==> src/rtl/alu_pipe.sv <==
// Two-stage pipelined W-bit ALU: 16 logic functions plus 74181-style add/sub/inc/dec,
// valid/ready on both sides, with an internal accumulator and stored carry flag for chaining.
module alu_pipe #(
    parameter int unsigned W = 8
) (
    input  logic         clk,
    input  logic         rst_n,
    input  logic         in_valid,
    output logic         in_ready,
    input  logic [W-1:0] a,
    input  logic [W-1:0] b,
    input  logic         cin,
    input  logic         M,
    input  logic [3:0]   S,
    input  logic         use_acc,
    input  logic         use_cflag,
    input  logic         wr_acc,
    output logic         out_valid,
    input  logic         out_ready,
    output logic [W-1:0] dout,
    output logic         co,
    output logic         V,
    output logic         Z,
    output logic         N,
    output logic         err,
    output logic [W-1:0] acc
);

    localparam int unsigned SW = W + 1;

    typedef struct packed {
        logic [W-1:0] a;
        logic [W-1:0] b;
        logic         cin;
        logic         m;
        logic [3:0]   s;
        logic         use_acc;
        logic         use_cflag;
        logic         wr_acc;
    } s1_t;

    s1_t  s1_q;
    logic s1_valid;
    logic cflag;

    logic s2_adv;
    logic s1_adv;
    logic in_fire;

    logic [W-1:0]  a_eff;
    logic          c_eff;
    logic [W-1:0]  bp;
    logic [SW-1:0] sum;
    logic          arith;
    logic [W-1:0]  res_c;
    logic          co_c;
    logic          v_c;
    logic          err_c;

    assign s2_adv   = !out_valid || out_ready;
    assign s1_adv   = s1_valid && s2_adv;
    assign in_ready = rst_n && (!s1_valid || s2_adv);
    assign in_fire  = in_valid && in_ready;

    // Result of the op sitting in S1, using the live accumulator / carry flag
    always_comb begin
        a_eff = s1_q.use_acc ? acc : s1_q.a;
        c_eff = s1_q.use_cflag ? cflag : s1_q.cin;
        bp    = '0;
        sum   = '0;
        arith = 1'b0;
        res_c = '0;
        co_c  = 1'b0;
        v_c   = 1'b0;
        err_c = 1'b0;
        if (!s1_q.m) begin
            case (s1_q.s)
                4'd0:    res_c = '0;
                4'd1:    res_c = ~(a_eff | s1_q.b);
                4'd2:    res_c = ~a_eff & s1_q.b;
                4'd3:    res_c = ~a_eff;
                4'd4:    res_c = a_eff & ~s1_q.b;
                4'd5:    res_c = ~s1_q.b;
                4'd6:    res_c = a_eff ^ s1_q.b;
                4'd7:    res_c = ~(a_eff & s1_q.b);
                4'd8:    res_c = a_eff & s1_q.b;
                4'd9:    res_c = ~(a_eff ^ s1_q.b);
                4'd10:   res_c = s1_q.b;
                4'd11:   res_c = ~a_eff | s1_q.b;
                4'd12:   res_c = a_eff;
                4'd13:   res_c = a_eff | ~s1_q.b;
                4'd14:   res_c = a_eff | s1_q.b;
                default: res_c = '1;
            endcase
        end else begin
            case (s1_q.s)
                4'b1001: begin bp = s1_q.b;  arith = 1'b1; end
                4'b0110: begin bp = ~s1_q.b; arith = 1'b1; end
                4'b0000: begin bp = '0;      arith = 1'b1; end
                4'b1111: begin bp = '1;      arith = 1'b1; end
                default: err_c = 1'b1;
            endcase
            if (arith) begin
                sum   = {1'b0, a_eff} + {1'b0, bp} + SW'(c_eff);
                res_c = sum[W-1:0];
                co_c  = sum[W];
                v_c   = (a_eff[W-1] == bp[W-1]) && (res_c[W-1] != a_eff[W-1]);
            end
        end
    end

    // Stage 1 capture
    always_ff @(posedge clk or negedge rst_n) begin
        if (!rst_n) begin
            s1_valid <= 1'b0;
            s1_q     <= '0;
        end else if (in_fire) begin
            s1_valid <= 1'b1;
            s1_q     <= '{a: a, b: b, cin: cin, m: M, s: S, use_acc: use_acc,
                          use_cflag: use_cflag, wr_acc: wr_acc};
        end else if (s1_adv) begin
            s1_valid <= 1'b0;
        end
    end

    // Stage 2 result registers plus accumulator / carry flag, all moving on the S1->S2 transfer
    always_ff @(posedge clk or negedge rst_n) begin
        if (!rst_n) begin
            out_valid <= 1'b0;
            dout      <= '0;
            co        <= 1'b0;
            V         <= 1'b0;
            Z         <= 1'b0;
            N         <= 1'b0;
            err       <= 1'b0;
            acc       <= '0;
            cflag     <= 1'b0;
        end else if (s1_adv) begin
            out_valid <= 1'b1;
            dout      <= res_c;
            co        <= co_c;
            V         <= v_c;
            Z         <= (res_c == '0);
            N         <= res_c[W-1];
            err       <= err_c;
            if (s1_q.wr_acc && !err_c) begin
                acc <= res_c;
            end
            if (arith) begin
                cflag <= co_c;
            end
        end else if (s2_adv) begin
            out_valid <= 1'b0;
        end
    end

endmodule

==> config.mk <==
export PLATFORM = sky130hd
export DESIGN_NAME = alu_pipe
export DESIGN_NICKNAME = d
export VERILOG_FILES = /design/src/rtl/alu_pipe.sv
export SDC_FILE = /design/constraint.sdc
export NUM_CORES = 1
export LEC_CHECK = 0
export BUFFER_PORTS_ARGS = -buffer_cell sky130_fd_sc_hd__buf_4
export CORE_ASPECT_RATIO = 1.4
export CORE_MARGIN = 2
export CORE_UTILIZATION = 53
export CTS_BUF_LIST = sky130_fd_sc_hd__clkbuf_8
export CTS_CLUSTER_DIAMETER = 100
export DETAILED_ROUTE_END_ITERATION = 10
export PLACE_DENSITY = 0.74
export RECOVER_POWER = 50
export SETUP_SLACK_MARGIN = 0.05
export SYNTH_ARGS = -nofsm -noshare
export SYNTH_HDL_FRONTEND = slang
export SYNTH_SLANG_ARGS = --single-unit
==> constraint.sdc <==
create_clock -name clk -period 4.2 [get_ports clk]
set_input_delay 1.26 -clock clk [delete_from_list [all_inputs] [get_ports clk]]
set_output_delay 1.26 -clock clk [all_outputs]
set_load 0.01 [all_outputs]
==> qor.txt <==
Hold Buf Count CTS: 0
First-pass GRT wire length: 18,600 um
Final-report setup violation count: 0
Seq/Total Area, Yosys: 28.8%
Clock tree buffer depth: 2
DRC viols: 0
FF/Latch Area: 1200 um2
Leakage power: 2.18 nW
#FFs+latches synth: 48
Gr ovfl total: 0
Combinational power share: 56.6%
Total CTS buffers: 5
Yosys top cell area share: 28.8%
Wirelength per Cell: 19.1 um
Vias in the first global route: 3,712
H-tree depth: 2
Actual slew at the worst max-slew pin: 2.53 ns
Dpl hpwl: 8760 um
Met1 GRT Util: 33.1%
Status: complete, but fails checks
NetSw: 0.00104 W
Skew-Pair Late Insertion Delay: 0.31 ns
Nets: 573
FF-to-FF setup slack: 0.40 ns
Max FO, Critical Path: 34
WP data arrival: 4.03 ns
Die W: 78.9 um
Mapped cell area: 4170 um2
Syn. warnings: 0
Non-Filler Instances: 604
GP Congestion: 0.988
Sw Share: 43.6%
Tmin final: 3.80 ns
Top Usage Layer GRT: met2
VDD IR-drop max: 0.395 mV
Initial antenna violation count: 0
Met2 Use GR: 47.6%
Filler cell count in the final layout: 696
Setup TNS: 0 ns
WL final: 11,500 um
Met3 GRT Util: 4.55%
Final setup margin: 0.404 ns
Layout cell share with drive strength beyond 1: 21.8%
Max_slew headroom: -68.6%
R2R depth: 12
CTS clk-pin slew, worst paths: 0.09 ns
Crit share post-route: 90.4%
Syn nets: 530
Iteration-0 DRC Markers: 310
# rows: 38
WP data required: 4.43 ns
Die area: 8600 um2
Pins over their slew limit: 49
Startpoint types: register
Most common cell in the netlist: dfrtp_1
# diodes: 0
Layout Skew: 0.00679 ns
Post-synth ARST share: 100%
Mapped Avg Cell Area: 9.06 um2
Input/output buffers: 51
Total GRT Usage: 28.3%
Worst hold path cell count: 2
Via density: 6.21
Multi-input logic area: 2710 um2
Main area contributors after synthesis: dfrtp_1 (29%), ha_1 (12%), mux2_2 (10%)
Max Freq: 0.263 GHz
Failing checks: capacitance limit, slew limit
First-pass iteration count of the detailed router: 5
DR vias: 3,752
Mapped Cells: 460
Initial core utilization: 54.1%
DP Cell Count: 596
Hold crit path type: reg2reg
Synth top cells by count: dfrtp_1 (48), ha_1 (39), mux2_2 (38)
Worst slack at placement: 0.414 ns
Power Internal: 0.00134 W
# Post-CTS Setup Buffers: 0
TritonCTS clock tree: yes
Critical Path End Type: register
RSZ-0062 raised after global routing: no
Die H: 109 um
Post-synth EDFFs: 0
Post-synth top area cell: dfrtp_1
Clock power share: 13.8%
Sequential Power Share: 29.6%
Post-route ant nets: 0
Worst Setup Path Type: reg2reg
Most used flip-flop cell after synthesis: dfrtp_1
Post-CTS sizing: 0
Final hold violation count: 0
# IOs: 52
Pin count of the biggest net entering global routing: 57
Max-Cap Viols: 1
Pwr Density: 506 nW/um2
Clk sink count: 48
Core Area: 7700 um2
Unique cell type count in the Yosys netlist: 64
Area Growth Syn to Fin: 13.3%
Clk root buf: clkbuf_8
-- stage by stage --
stage | hold WS, ns | util [%] | power [W] | instance area (um2)
global route | 0.518 | 61.3 | 0.00257 | 4720
finish | 0.492 | 61.3 | 0.00239 | 4720
detailed placement | 0.474 | 60.4 | 0.00207 | 4650
floorplan | 0.457 | - | 0.00161 | 4170
CTS | 0.495 | 61.8 | 0.00241 | 4760
global placement | 0.464 | 60.4 | 0.00204 | 4650
-- critical path, cell delays in order, from the launching register on --
cell,delay (ns)
dfrtp_1,0.37
buf_4,0.35
nand2_1,0.13
o21ai_0,0.09
a22oi_1,0.11
fa_1,0.46
fa_1,0.48
nand2b_1,0.20
a211oi_1,0.31
nor2_1,0.11
a311o_1,0.36
or4b_1,0.53
o31ai_2,0.21
-- sequential cells by signal, indices dropped and copies added (netlist names) --
register and flops:
s1_q 25, acc 8, dout 8, V 1, Z 1, cflag 1
co 1, err 1, out_valid 1, s1_valid 1
-- kinds of logic (layout without fill, tap and decap cells) --
group | count (synthesis) | after routing | synth area share (%)
XOR/XNOR | 2 | 2 | 0.420
AO/OA/AOI/OAI | 122 | 122 | 20.5
flip-flops | 48 | 48 | 28.8
AND/OR/NAND/NOR | 126 | 126 | 15.1
adder cells (fa/ha/maj) | 41 | 41 | 12.7
buffers and inverters | 59 | 103 | 6.04
multiplexers | 62 | 62 | 16.4
-- layer usage --
| layer | share of wire [%] | up-vias | wire (um) |
|---|---|---|---|
| li1 | - | 1757 | - |
| met1 | 37 | 1759 | 4300 |
| met2 | 50 | 185 | 5720 |
| met3 | 6.2 | 51 | 715 |
| met4 | 6.7 | 0 | 777 |
| met5 | 0 | - | 0 |
-- final timing paths --
kind	end	start
max	Z$_DFFE_PN0P_	s1_q[6]$_DFFE_PN0P_
min in group asynchronous	s1_q[15]$_DFFE_PN0P_	rst_n
min reg2reg	dout[0]$_DFFE_PN0P_	dout[0]$_DFFE_PN0P_
max in group asynchronous	dout[7]$_DFFE_PN0P_	rst_n
min	dout[0]$_DFFE_PN0P_	dout[0]$_DFFE_PN0P_
max reg2reg	Z$_DFFE_PN0P_	s1_q[6]$_DFFE_PN0P_
-- final cells by class --
cell class	instances	share of cell area, %
clock inverter	3	0.822
timing repair buffer	67	9.86
multi-input combinational	353	57.5
sequential	48	25.5
inverter	28	2.25
tap	100	2.65
clock buffer	5	1.46
-- power groups by stage --
stage	clock network (W)	logic [W]	registers, W
2_1_floorplan	0	0.000895	0.000712
3_3_place_gp	0	0.00133	0.000712
3_5_place_dp	0	0.00135	0.000714
4_1_cts	0.000340	0.00136	0.000707
5_1_grt	0.000355	0.00149	0.000725
6_report	0.000330	0.00135	0.000705
-- cells in the final DEF (no fill, tap or decap), types with 9 or more instances in the layout --
cell type  count
ha_1          39
mux2i_1       21
mux2_2        38
inv_1         28
clkbuf_1      10
nand2b_1      15
nand2_1       33
a211oi_1      10
nor2b_1        9
buf_4         55
nor2_1        34
dfrtp_1       48
o21ai_0       31
nor3_1        12
a21oi_1       14
No activity file was read; power rests on OpenSTA's default activity.
